### config.mk
export PLATFORM = sky130hd
export DESIGN_NAME = sysbus_master
export DESIGN_NICKNAME = d
export VERILOG_FILES = /design/src/rtl/sysbus_pkg.sv /design/src/rtl/sysbus_master_bus_timer.sv /design/src/rtl/sysbus_master.sv
export SDC_FILE = /design/constraint.sdc
export NUM_CORES = 1
export LEC_CHECK = 0
export CAP_MARGIN = 0
export CORE_ASPECT_RATIO = 0.5
export CORE_MARGIN = 2
export CORE_UTILIZATION = 45
export DETAILED_ROUTE_END_ITERATION = 8
export PLACE_DENSITY = 0.82
export SYNTH_ARGS = -nofsm -noshare
export SYNTH_HDL_FRONTEND = slang
export SYNTH_SLANG_ARGS = --single-unit
### constraint.sdc
create_clock -name clk_sys -period 4.97 [get_ports clk_sys]
set_input_delay 0.994 -clock clk_sys [delete_from_list [all_inputs] [get_ports clk_sys]]
set_output_delay 0.994 -clock clk_sys [all_outputs]
set_load 0.1 [all_outputs]
### src/rtl/sysbus_pkg.sv
// Shared MERA-400 system bus types.
// State encoding, response bundle and alarm timing default.
package sysbus_pkg;

  localparam int ALARM_CYCLES_DEF = 800;

  typedef enum logic [2:0] {
    IDLE,
    SETUP,
    STROBE,
    RELEASE,
    FINISH,
    ABORT
  } state_t;

  typedef struct packed {
    logic ok;
    logic en;
    logic pe;
  } resp_t;

endpackage

### src/rtl/sysbus_master_bus_timer.sv
// Loadable saturating down-counter for bus phase timing.
// expire is high whenever the count sits at zero.
module bus_timer #(
  parameter int W = 10
) (
  input  logic         clk_sys,
  input  logic         clr,
  input  logic         load,
  input  logic [W-1:0] val,
  output logic         expire
);

  logic [W-1:0] cnt;

  always_ff @(posedge clk_sys) begin
    if (clr)
      cnt <= '0;
    else if (load)
      cnt <= val;
    else if (cnt != '0)
      cnt <= cnt - 1'b1;
  end

  assign expire = (cnt == '0);

endmodule

### src/rtl/sysbus_master.sv
// CPU-side MERA-400 bus sequencer: one four-phase
// read or write per start, with EN/PE/alarm reporting.
import sysbus_pkg::*;

module sysbus_master #(
  parameter int ALARM_CYCLES = ALARM_CYCLES_DEF,
  parameter int SETUP_CYCLES = 2
) (
  input  logic        clk_sys,
  input  logic        clm,
  input  logic        start,
  input  logic        wr,
  input  logic [3:0]  nb,
  input  logic        q,
  input  logic [15:0] ad,
  input  logic [15:0] dt,
  input  logic        rok,
  input  logic        ren,
  input  logic        rpe,
  input  logic [15:0] rdt,
  output logic [3:0]  dnb,
  output logic        dqb,
  output logic [15:0] dad,
  output logic [15:0] ddt,
  output logic        dw,
  output logic        dr,
  output logic        busy,
  output logic        done,
  output logic        no_mem,
  output logic        par_err,
  output logic        alarm,
  output logic [15:0] rdata
);

  localparam int TW = $clog2(ALARM_CYCLES + 1);
  localparam logic [TW-1:0] T_ALARM = TW'(ALARM_CYCLES - 1);
  localparam logic [TW-1:0] T_SETUP = TW'(SETUP_CYCLES - 1);

  state_t state, state_n;
  resp_t  rsp;
  logic   any_rsp;

  logic        l_wr;
  logic [3:0]  l_nb;
  logic        l_q;
  logic [15:0] l_ad;
  logic [15:0] l_dt;

  logic          t_clr;
  logic          t_load;
  logic          t_exp;
  logic [TW-1:0] t_val;

  assign rsp     = '{ok: rok, en: ren, pe: rpe};
  assign any_rsp = rsp.ok | rsp.en | rsp.pe;

  bus_timer #(.W(TW)) u_timer (
    .clk_sys (clk_sys),
    .clr     (t_clr),
    .load    (t_load),
    .val     (t_val),
    .expire  (t_exp)
  );

  // Timed states reload the timer on entry; others clear it.
  always_comb begin
    state_n = state;
    t_load  = 1'b0;
    t_val   = T_ALARM;
    unique case (state)
      IDLE:
        if (start) begin
          state_n = SETUP;
          t_load  = 1'b1;
          t_val   = T_SETUP;
        end
      SETUP:
        if (t_exp) begin
          state_n = STROBE;
          t_load  = 1'b1;
        end
      STROBE:
        if (any_rsp) begin
          state_n = RELEASE;
          t_load  = 1'b1;
        end else if (t_exp) begin
          state_n = ABORT;
        end
      RELEASE:
        if (!any_rsp)
          state_n = FINISH;
        else if (t_exp)
          state_n = ABORT;
      FINISH:  state_n = IDLE;
      ABORT:   state_n = IDLE;
      default: state_n = IDLE;
    endcase
    t_clr = clm | ((state_n != state) & ~t_load);
  end

  always_ff @(posedge clk_sys) begin
    if (clm) begin
      state   <= IDLE;
      l_wr    <= 1'b0;
      l_nb    <= '0;
      l_q     <= 1'b0;
      l_ad    <= '0;
      l_dt    <= '0;
      no_mem  <= 1'b0;
      par_err <= 1'b0;
      rdata   <= '0;
    end else begin
      state <= state_n;
      if (state == IDLE && start) begin
        l_wr    <= wr;
        l_nb    <= nb;
        l_q     <= q;
        l_ad    <= ad;
        l_dt    <= dt;
        no_mem  <= 1'b0;
        par_err <= 1'b0;
      end
      // EN outranks OK: no data is taken from an absent module.
      if (state == STROBE && any_rsp) begin
        no_mem  <= rsp.en;
        par_err <= rsp.pe;
        if (rsp.ok && !rsp.en && !l_wr)
          rdata <= rdt;
      end
      if (state_n == ABORT) begin
        no_mem  <= 1'b0;
        par_err <= 1'b0;
      end
    end
  end

  logic drive;
  assign drive = (state == SETUP) || (state == STROBE)
              || (state == RELEASE);

  assign dnb   = drive ? l_nb : '0;
  assign dqb   = drive & l_q;
  assign dad   = drive ? l_ad : '0;
  assign ddt   = (drive && l_wr) ? l_dt : '0;
  assign dw    = (state == STROBE) & l_wr;
  assign dr    = (state == STROBE) & ~l_wr;
  assign busy  = (state != IDLE);
  assign done  = (state == FINISH);
  assign alarm = (state == ABORT);

endmodule

# Word-level counts from Yosys, hierarchy flattened
# Cells that the tools add are included.
dict set report totals {
  regBits 69
  output_inout_bits 60
  input_bits 60
  word_cells 64
}
dict set report classes {
  n_reduce_logical 17
  bitwise_logic 9
  mux 20
  eq_ne 7
  addsub 1
}
# cell count
set op_table {}
lappend op_table {{$mux 10} 4}
lappend op_table {{$mux 16} 2}
lappend op_table {{$mux 3} 5}
lappend op_table {{$pmux 3 s4} 1}
lappend op_table {{$logic_not 10->1} 1}
lappend op_table {{$reduce_bool 10->1} 1}
lappend op_table {{$sub 10x1->10 const B} 1}
lappend op_table {{$eq 3x3->1 const B} 3}
lappend op_table {{$eq 3x2->1 const B} 2}
lappend op_table {{$mux 1} 6}
lappend op_table {{$logic_and 1x1->1} 5}
lappend op_table {{$and 1x1->1} 4}
lappend op_table {{$mux 4} 1}
lappend op_table {{$reduce_bool 2->1} 2}
lappend op_table {{$eq 3x1->1 const B} 1}
lappend op_table {{$logic_not 3->1} 1}
lappend op_table {{$ne 3x3->1} 1}
lappend op_table {{$or 1x1->1} 3}
lappend op_table {{$pmux 1 s3} 1}
lappend op_table {{$reduce_bool 3->1} 1}
lappend op_table {{$logic_not 1->1} 2}
lappend op_table {{$logic_or 1x1->1} 2}
lappend op_table {{$not 1->1} 2}
lappend op_table {{$reduce_and 2->1} 1}
lappend op_table {{$reduce_or 2->1} 1}

# Depth between registers and ports, before layout
# Gate-level depths: netlist of run 1.
dict set report depth {
  word_depth 7
  mapped_depth 7
  mapped_depth_nobuf 6
}

# Modules after synthesis
# From an unflattened synthesis of run 1, not the netlist that was laid out.
dict set report hier_totals {
  cells_unflattened 398
  hier_area_um2 3254.4
}
# module instances cells_each seq_area_each_um2 area_each_um2
set by_module_without_submodules {}
lappend by_module_without_submodules {sysbus_master 1 325 1181.1 2641.3}
lappend by_module_without_submodules {bus_timer 1 73 200.2 613.1}

# Least setup slack after synthesis of run 1
# No wires, ideal clock.
dict set report synth_timing {
  path_kind {register to output}
  start {reg state[0]}
  end {out dr}
  required_time_ns 3.976
  setup_slack_ns 1.878
  path_buffers 1
  t_arrival_ns 2.098
  path_stages_with_launch 4
  cell_sequence {dfxtp_1 > buf_6 > or3b_4 > nor2_1}
}
dict set report synth_between {
  elab_chain_cells 2
}
# element line
set synth_lines {}
lappend synth_lines {{start, declared} sysbus_master.sv:39} ;# state_t state, state_n;
lappend synth_lines {{start signal, assigned} sysbus_master.sv:113} ;# state <= state_n;
lappend synth_lines {{$eq 3x2->1} sysbus_master.sv:146} ;# assign dr = (state == STROBE) & ~l_wr;
lappend synth_lines {{$and 1x1->1} sysbus_master.sv:146}
lappend synth_lines {{end, declared} sysbus_master.sv:26} ;# output logic dr,
# Every way passes these cells.

# Worst setup path after layout of run 1
dict set report layout_timing {
  start {reg state[0]}
  end {out ddt[15]}
}
dict set report layout_between {
  elab_chain_cells 5
  word_cells_on_any_way 7
  classes_between {eq/ne (3); mux (1); reduce/logical (3)}
}
# element line
set layout_lines {}
lappend layout_lines {{$eq 3x1->1 or $eq 3x2->1 (tied branches)} sysbus_master.sv:138} ;# assign drive = (state == SETUP) || (state == STROBE)
lappend layout_lines {{$logic_or 1x1->1} sysbus_master.sv:138}
lappend layout_lines {{$logic_or 1x1->1 *} sysbus_master.sv:139} ;# || (state == RELEASE);
lappend layout_lines {{$logic_and 1x1->1 *} sysbus_master.sv:144} ;# assign ddt = (drive && l_wr) ? l_dt : '0;
lappend layout_lines {{$mux 16 *} sysbus_master.sv:144}
lappend layout_lines {{end, declared} sysbus_master.sv:24} ;# output logic [15:0] ddt,
# Mark *: on every way between the ends. The rest lies on a longest branch, timed or not.

==> run_results.csv, run 1 <==
group,metric,value,unit
yosys,synth_area_leaders,"dfxtp_1 (45%), nand2_1 (14%), a21oi_1 (10%), and2_1 (5.1%), and3_1 (3.5%)",
floorplan,ios,120,
sta,min_period,3.674,ns
yosys,ys_warn_count,0,
floorplan,die_w,120.4,um
yosys,syn_inst,383,
floorplan,die_area,0.007493,mm2
run_status,status,"finished, final reports clean",
sta,max_freq,272.2,MHz
route,drtAntennaViolNets,0,
clocking,clkTransAtPathRegs,0.05,ns
yosys,synth_area,0.003050,mm2
global_routing,grt_usage,0.2092,
yosys,async_reset_ff_frac,0,
placed_design,place_congestion,0.8382,
finish,drive_above_1_share,0.07879,
sta,fin_crit_sh,0.7393,
placed_design,hpwl,5245,um
yosys,yosysTopAreaCell,"dfxtp_1",
sta,setup_violations,0,
yosys,synth_edf_count,0,
global_routing,grt_pass1_wl,12610,um
route,drt-initial-drc-count,182,
sta,setup_tns,0,ns
yosys,syn_nets,444,
route,drt_first_pass_iters,4,
global_routing,grt_max_degree,59,
clocking,clockRootBuffer,"clkbuf_16",
route,wl_per_cell,13.48,um
sta,slew_headroom,0.2685,
clocking,clock_latency,0.33,ns
global_routing,grt_overflow_total,0,
yosys,yosys_register_bits,69,
placed_design,portBuffers,119,
placed_design,placed_area,0.004227,mm2
clocking,h-tree-depth,3,
floorplan,die_y,62.22,um
yosys,yosys.cell_types.count,51,
clocking,cts.sinks,69,
sta,skew,0.003663,ns
floorplan,initial_utilization,0.4607,
route,num_vias,2920,
clocking,cts_tree,"yes",
pwr,power.density,515.0,mW/mm2
pwr,p_seq_frac,0.308,
clocking,cts_hold_buf,0,
clocking,post-cts-setup-buffers,0,
finish,diodes,0,
setup_path,cp-start-kind,"flop",
pwr,leakagePower,1.738,nW
setup_path,worstPathArrival,2.68,ns
sta,rsz0062_at_grt,"no",
floorplan,num_rows,21,
finish,final_nets,551,
yosys,yosysSeqAreaShare,0.4528,
yosys,avgSynthCellArea,7.965,um2
placed_design,place_inst,571,
pwr,switchingPower,0.9309,mW
clocking,cts_made_buffers,9,
yosys,netlist.area_leader.share,0.4528,
setup_path,endpoint_kind,"output pin",
clocking,clockBufferDepth,2,
pwr,p_clk_frac,0.293,
route,drc,0,
sta,drv_slew,0,
setup_path,critical_path_class,"reg2out",
setup_path,path_max_fanout,37,
sta,hold_violations,0,
pwr,internal_power,1.414,mW
clocking,cts_resized,0,
sta,worst_pin_slew,1.097,ns
pwr,power_frac_comb,0.400,
job,drv_cap,0,
finish,stdcell_count,587,
pwr,swShare,0.3970,
setup_path,crit_required,3.98,ns
finish,stdcell_area,0.004553,mm2
route,drt_wl_total,7912,um
floorplan,core_area,0.006621,mm2
yosys,synthFlopType,"dfxtp_1",
route,routed_via_density,4.974,
hold_path,hold_class,"reg2reg",
pwr,ir_drop,338.4,uV
finish,area_delta_synth_final,49.26,%
global_routing,grt_pass1_vias,2633,
global_routing,antenna_found_initial,0,
-- kinds of logic (layout without fill, tap and decap cells) --
family / after synthesis / after routing / share of synthesized area
xor gates and xnor gates: 2 / 2 / 0.005743
muxes: 2 / 2 / 0.006973
AOI/OAI and AO/OA: 84 / 84 / 0.1538
buffers and inverters: 28 / 140 / 0.05045
DFF: 69 / 69 / 0.4528
adders and majority gates: 1 / 1 / 0.004101
and+or+nand+nor: 197 / 197 / 0.3261
-- area by class of cell --
| cell class | count | area [um2] |
|---|---|---|
| clock buffer | 12 | 256.5 |
| clock inverter | 4 | 70.07 |
| fill | 570 | 2068 |
| inverter | 2 | 7.507 |
| multi-input combinational | 286 | 1526 |
| sequential | 69 | 1381 |
| tap | 92 | 115.1 |
| timing repair buffer | 122 | 1196 |
-- registers in the layout (all words and copies together) (netlist names) --
register	flops
u_timer.cnt	10
no_mem	1
l_ad	16
par_err	1
l_wr	1
l_nb	4
l_q	1
state	3
rdata	16
l_dt	16
-- path summary, 6_finish.rpt --
check	startpoint	end	slack [ns]	depth (start not counted)
max	state[0]$_SDFF_PP0_	ddt[15]	1.30	5
max reg2reg	state[2]$_SDFF_PP0_	no_mem$_SDFFE_PP0P_	2.78	4
min	l_ad[11]$_SDFFE_PP0P_	l_ad[11]$_SDFFE_PP0P_	0.45	2
min reg2reg	l_ad[11]$_SDFFE_PP0P_	l_ad[11]$_SDFFE_PP0P_	0.45	2
-- cells in the mapped netlist (all sizes together) (2+ instances only) --
master / count
and2: 25
and3: 17
o31ai: 2
nor3b: 4
clkbuf: 17
inv: 2
or4b: 2
a211oi: 3
o211ai: 2
nor2: 9
a31oi: 2
a21boi: 2
or3: 4
buf: 7
nor4b: 2
o21ai: 4
a21oi: 63
dfxtp: 69
nand3: 3
or3b: 2
nor3: 7
nand2: 111
nor4: 5
a22oi: 2
-- layer usage --
metal  GRT usage  share of wire  vias up
met3     0.07077          0.046       11
met2      0.3609           0.49       56
met5           0              0        -
met1      0.2473           0.45     1342
li1            -              -     1511
met4     0.06250          0.013        0
-- power by group through the flow --
stage	combinational (mW)	clock, mW	sequential [mW]
2_1_floorplan	0.709	0	0.735
3_3_place_gp	0.922	0	0.730
3_5_place_dp	0.934	0	0.732
4_1_cts	0.941	0.695	0.721
5_1_grt	1.02	0.725	0.735
6_report	0.937	0.686	0.722
-- stage by stage --
step             util  hold WS, ns  setup WS [ns]  power [mW]
2_1_floorplan       -       0.4317          1.878       1.444
3_3_place_gp   0.6383       0.4377          1.691       1.652
3_5_place_dp   0.6383       0.4429          1.638       1.666
4_1_cts        0.6876       0.4502          1.291       2.356
5_1_grt        0.6876       0.4662          1.169       2.476
6_report       0.6876       0.4481          1.296       2.345
-- layout by cell type (no fill, tap or decap), drive strengths merged, types with 2 or more instances in the layout --
master,Yosys,routed
clkinv,0,2
or4b,2,2
nor4,5,5
nor4b,2,2
buf,7,9
clkdlybuf4s50,0,113
a31oi,2,2
nand3,3,3
bufinv,0,2
o31ai,2,2
a22oi,2,2
or3b,2,2
dfxtp,69,69
and3,17,17
nor3b,4,4
o211ai,2,2
inv,2,2
o21ai,4,4
a21boi,2,2
a211oi,3,3
or3,4,4
nor3,7,7
clkbuf,17,12
nor2,9,9
nand2,111,111
a21oi,63,63
and2,25,25
-- critical path: stages, from the launching register on --
cell             delay [ns]
dfxtp_1                0.50
nor2_1                 0.12
nor2_2                 0.09
buf_4                  0.29
and3_1                 0.21
clkdlybuf4s50_1        1.14
Power figures use the tool's default switching activity.
==> run 2, diff against run 1 <==
Settings changed: CORE_UTILIZATION 45 to 39, PLACE_DENSITY 0.82 to 0.76.
Clock period 4.97 ns to 3.3 ns, I/O delays scaled along.
==> run 2 against run 1 <==
  * Clock skew increased by 0.0012 ns
  * Die area increased by 15%
  * Final area increased by 7.2%
  * Global-route usage decreased by 1.2 points
  * Cell count increased by 2.9%
  * Power increased by 52%
  * Largest cell class is now non-clock buffers
==> run_results.csv, run 2 (synthesis gave the netlist of run 1 again) <==
group,metric,value,unit
route,routed_via_density,4.884,
finish,final_cell_mix,"nand2_1 (111), dfxtp_1 (69), a21oi_1 (63), clkdlybuf4s50_1 (58), buf_12 (37)",
clocking,clockBufferDepth,2,
job,drv_cap,0,
setup_path,cp_slowest_stage_delay,0.61,ns
floorplan,die_w,129.1,um
clocking,post-cts-setup-buffers,0,
global_routing,grt_max_degree,58,
finish,final_common_cell,"nand2_1",
pwr,leakagePower,1.940,nW
hold_path,hold_depth,2,
clocking,clockRootBuffer,"clkbuf_16",
setup_path,r2r_cells,6,
global_routing,grt_pass1_vias,2748,
floorplan,ios,120,
floorplan,die_area,0.008588,mm2
clocking,cts_tree,"yes",
clocking,cts_made_buffers,9,
run_status,status,"finished, final reports clean",
sta,min_period,2.639,ns
setup_path,cp_slowest_cell,"nor3b_1",
pwr,finalPower,3.575,mW
floorplan,num_rows,22,
global_routing,grt_pass1_wl,13240,um
finish,drive_above_1_share,0.1875,
setup_path,critical_path_class,"reg2out",
route,drt-initial-drc-count,191,
pwr,power.density,732.4,mW/mm2
placed_design,place_congestion,0.8166,
clocking,cts_hold_buf,0,
finish,nFillCells,638,
setup_path,cp-start-kind,"flop",
floorplan,die_y,66.54,um
setup_path,path_max_fanout,11,
sta,setup_tns,0,ns
finish,reg_top3,"l_ad (16), l_dt (16), rdata (16)",
global_routing,grt_usage,0.1968,
global_routing,antenna_found_initial,0,
sta,hold_violations,0,
hold_path,hold_class,"reg2reg",
setup_path,worstPathArrival,1.98,ns
route,drt_wl_total,8305,um
route,wl_per_cell,13.75,um
clocking,cts_resized,0,
finish,final_nets,553,
sta,skew,0.004862,ns
clocking,clkTransAtPathRegs,0.05,ns
clocking,cts.sinks,69,
clocking,h-tree-depth,3,
sta,max_freq,378.9,MHz
route,drc,0,
route,drt_first_pass_iters,4,
pwr,ir_drop,353.2,uV
finish,stdcell_area,0.004881,mm2
placed_design,portBuffers,119,
placed_design,placed_area,0.004587,mm2
sta,worst_pin_slew,0.8466,ns
placed_design,place_inst,589,
finish,utilization,0.6543,
setup_path,crit_required,2.64,ns
finish,stdcell_count,604,
finish,area_delta_synth_final,60.01,%
sta,rsz0062_at_grt,"no",
clocking,clock_latency,0.32,ns
floorplan,core_area,0.007460,mm2
finish,diodes,0,
global_routing,grt_overflow_total,0,
setup_path,path_cells,"nor3b_1 > and2_1 > buf_4",
floorplan,initial_utilization,0.4089,
sta,setup_violations,0,
sta,fin_crit_sh,0.7997,
placed_design,hpwl,5551,um
sta,drv_slew,0,
route,num_vias,2950,
route,drtAntennaViolNets,0,
sta,slew_headroom,0.4332,
setup_path,endpoint_kind,"output pin",
## run 2: cell count changes in the layout (fill, tap and decap cells not counted)
cell             before  now
clkdlybuf4s50_1     113   58
clkbuf_1              1    3
buf_4                 8   28
buf_12                0   37
clkinv_2              2    0
bufinv_16             2    1
## run 2: layout make-up
cell class	instances	area [um2]	area share
repair buffers	124	1536	0.3148
multi-input cells	286	1526	0.3127
flip-flops and latches	69	1381	0.2830
clock buffers	14	264.0	0.05409
well taps	108	135.1	0.02769
clock inverters	1	30.03	0.006152
inverters	2	7.507	0.001538
## run 2: through the flow
step | hold WS (ns) | setup slack [ns]
2_1_floorplan | 0.4317 | 0.5420
3_3_place_gp | 0.4372 | 0.6516
3_5_place_dp | 0.4421 | 0.6063
4_1_cts | 0.4494 | 0.6533
5_1_grt | 0.4655 | 0.5113
6_report | 0.4461 | 0.6609
## run 2: critical path: cells and delay by family, from the launching register on
kind / cells / cell delay (ns)
DFF: 1 / 0.54
buffers and inverters: 1 / 0.29
and+or+nand+nor: 2 / 0.83
## run 2: path summary, 6_finish.rpt
check	from	end	slack, ns
worst max register to register	u_timer.cnt[0]$_SDFFE_PP0P_	u_timer.cnt[9]$_SDFFE_PP0P_	1.15
worst min-delay path	l_ad[1]$_SDFFE_PP0P_	l_ad[1]$_SDFFE_PP0P_	0.45
worst min register to register	l_ad[1]$_SDFFE_PP0P_	l_ad[1]$_SDFFE_PP0P_	0.45
worst max-delay path	state[1]$_SDFF_PP0_	dw	0.66
## run 2: per-layer routing
| metal | vias up | GRT usage | routed length, um |
|---|---|---|---|
| met2 | 53 | 0.3406 | 4315 |
| li1 | 1516 | - | - |
| met5 | - | 0 | 0 |
| met3 | 10 | 0.05944 | 331 |
| met1 | 1371 | 0.2403 | 3574 |
| met4 | 0 | 0.05435 | 83 |
## run 2: report_power, final
part | switching [mW] | internal, mW | leakage, nW
clock network | 0.327 | 0.623 | 0.143
logic | 0.999 | 0.543 | 1.23
registers | 0.115 | 0.969 | 0.564
total | 1.44 | 2.13 | 1.94
==> run 3, diff against run 2 <==
Settings changed: CORE_UTILIZATION 39 to 44, PLACE_DENSITY 0.76 to 0.81.
Clock period 3.3 ns to 2.5 ns, I/O delays scaled along.
==> run 3 against run 2 <==
  * Worst setup slack got worse by 0.51 ns
  * Flip-flop and latch count unchanged
  * Combinational power rose by 34%
  * Sequential share of layout area fell by 0.14 points
  * Via count rose by 1.8%
  * Utilization is 7.8 points higher
  * Hold slack improved by 0.0016 ns
  * Critical endpoint is now ddt[15]
==> run_results.csv, run 3 (synthesis gave the netlist of run 1 again) <==
group,metric,value,unit
floorplan,die_area,0.007655,mm2
setup_path,rr_startpoint,"u_timer.cnt[0]$_SDFFE_PP0P_",
finish,diodes,0,
pwr,power.density,950.7,mW/mm2
route,drt_wl_total,8516,um
global_routing,grt_usage,0.2343,
setup_path,timing.rr.end,"par_err$_SDFFE_PP0P_",
clocking,cts_made_buffers,9,
setup_path,critPathCapture,"ddt[15]",
sta,max_freq,426.3,MHz
pwr,leakagePower,1.960,nW
sta,hold_violations,0,
route,drc,0,
sta,min_period,2.346,ns
finish,drive_above_1_share,0.1980,
setup_path,regToRegSetupSlack,0.53,ns
setup_path,path_max_fanout,37,
pwr,p_clk_frac,0.251,
global_routing,grt_pass1_vias,2949,
floorplan,die_y,62.88,um
route,wl_per_cell,14.39,um
sta,skew,0.005936,ns
floorplan,die_w,121.8,um
route,drt-initial-drc-count,214,
clocking,clockBufferDepth,2,
sta,worst_pin_slew,0.7108,ns
route,num_vias,3004,
setup_path,endpoint_kind,"output pin",
pwr,swShare,0.4114,
finish,final_cell_mix,"nand2_1 (111), dfxtp_1 (69), a21oi_1 (63), clkdlybuf4s50_1 (58), buf_12 (40)",
sta,setup_violations,0,
clocking,cts_hold_buf,0,
sta,slew_headroom,0.5255,
sta,hold_ws,0.4477,ns
finish,reg_top3,"l_ad (16), l_dt (16), rdata (16)",
floorplan,ios,120,
clocking,clock_latency,0.33,ns
finish,stdcell_area,0.004906,mm2
clocking,clkTransAtPathRegs,0.05,ns
clocking,h-tree-depth,3,
setup_path,worstPathArrival,1.85,ns
sta,fin_crit_sh,0.9384,
clocking,cts_resized,0,
pwr,switchingPower,1.919,mW
global_routing,grt_max_degree,58,
floorplan,core_area,0.006700,mm2
job,drv_cap,0,
setup_path,r2r_cells,6,
finish,final_common_cell,"nand2_1",
setup_path,cp-start-kind,"flop",
placed_design,hpwl,5744,um
clocking,cts_tree,"yes",
setup_path,crit_start,"state[0]$_SDFF_PP0_",
placed_design,placed_area,0.004627,mm2
clocking,cts.sinks,69,
global_routing,grt_pass1_wl,14190,um
pwr,internal_power,2.745,mW
sta,drv_slew,0,
placed_design,portBuffers,119,
pwr,power_frac_comb,0.442,
floorplan,num_rows,21,
finish,stdcell_count,592,
pwr,ir_drop,538.2,uV
sta,setup_tns,0,ns
placed_design,place_congestion,0.8148,
setup_path,crit_required,2.00,ns
route,routed_via_density,5.074,
setup_path,critical_path_class,"reg2out",
global_routing,antenna_found_initial,0,
hold_path,hold_class,"reg2reg",
placed_design,place_inst,576,
pwr,p_seq_frac,0.308,
floorplan,initial_utilization,0.4553,
finish,area_delta_synth_final,60.83,%
run_status,status,"finished, final reports clean",
clocking,post-cts-setup-buffers,0,
route,drtAntennaViolNets,0,
sta,rsz0062_at_grt,"no",
finish,final_nets,556,
route,drt_first_pass_iters,5,
global_routing,grt_overflow_total,0,
clocking,clockRootBuffer,"clkbuf_16",
## run 3: cell types whose count changed in the layout (fill, tap and decap cells not counted)
cell        change
buf_12          +3
clkinv_2        +3
clkbuf_1        -2
bufinv_16       -1
clkinvlp_4      +1
## run 3: worst min-delay path by stage
stage                          from                   end  slack (ns)  depth (start not counted)
2_1_floorplan  l_ad[0]$_SDFFE_PP0P_  l_ad[0]$_SDFFE_PP0P_        0.43                          2
3_5_place_dp   l_dt[6]$_SDFFE_PP0P_  l_dt[6]$_SDFFE_PP0P_        0.44                          2
6_report       l_ad[9]$_SDFFE_PP0P_  l_ad[9]$_SDFFE_PP0P_        0.45                          2
4_1_cts        l_ad[9]$_SDFFE_PP0P_  l_ad[9]$_SDFFE_PP0P_        0.45                          2
3_3_place_gp   l_nb[2]$_SDFFE_PP0P_  l_nb[2]$_SDFFE_PP0P_        0.44                          2
5_1_grt        l_ad[4]$_SDFFE_PP0P_  l_ad[4]$_SDFFE_PP0P_        0.47                          2
## run 3: layer usage
layer	GRT usage	routed length (um)	vias to the layer above
met4	0.08190	137	0
li1	-	-	1529
met3	0.06204	333	12
met5	0	0	-
met2	0.4127	4478	51
met1	0.2754	3566	1412
## run 3: final cells by class
cell class,count,area [um2]
Clock buffer,12,256.5
Clock inverter,4,22.52
Fill cell,525,1794
Inverter,2,7.507
Multi-Input combinational cell,286,1526
Sequential cell,69,1381
Tap cell,92,115.1
Timing Repair Buffer,127,1597
## run 3: worst max-delay path: stages (launching register included)
cell     delay, ns
dfxtp_1       0.53
nor2_1        0.12
nor2_1        0.10
buf_4         0.30
and3_1        0.26
buf_12        0.19
## run 3: power by group through the flow
| stage | clock, mW | combinational (mW) | sequential [mW] |
|---|---|---|---|
| after CTS | 1.19 | 2.07 | 1.43 |
| final | 1.17 | 2.06 | 1.44 |
| after global placement | 0 | 2.02 | 1.44 |
| after floorplan | 0 | 1.41 | 1.46 |
| after global routing | 1.23 | 2.24 | 1.46 |
| after detailed placement | 0 | 2.05 | 1.46 |
## run 3: metrics by stage
step	power, mW	util	setup slack, ns
4_1_cts	4.690	0.7322	0.1544
2_1_floorplan	2.873	-	0.06656
3_5_place_dp	3.507	0.6906	0.2316
5_1_grt	4.928	0.7322	0.02409
3_3_place_gp	3.469	0.6906	0.2908
6_report	4.664	0.7322	0.1541
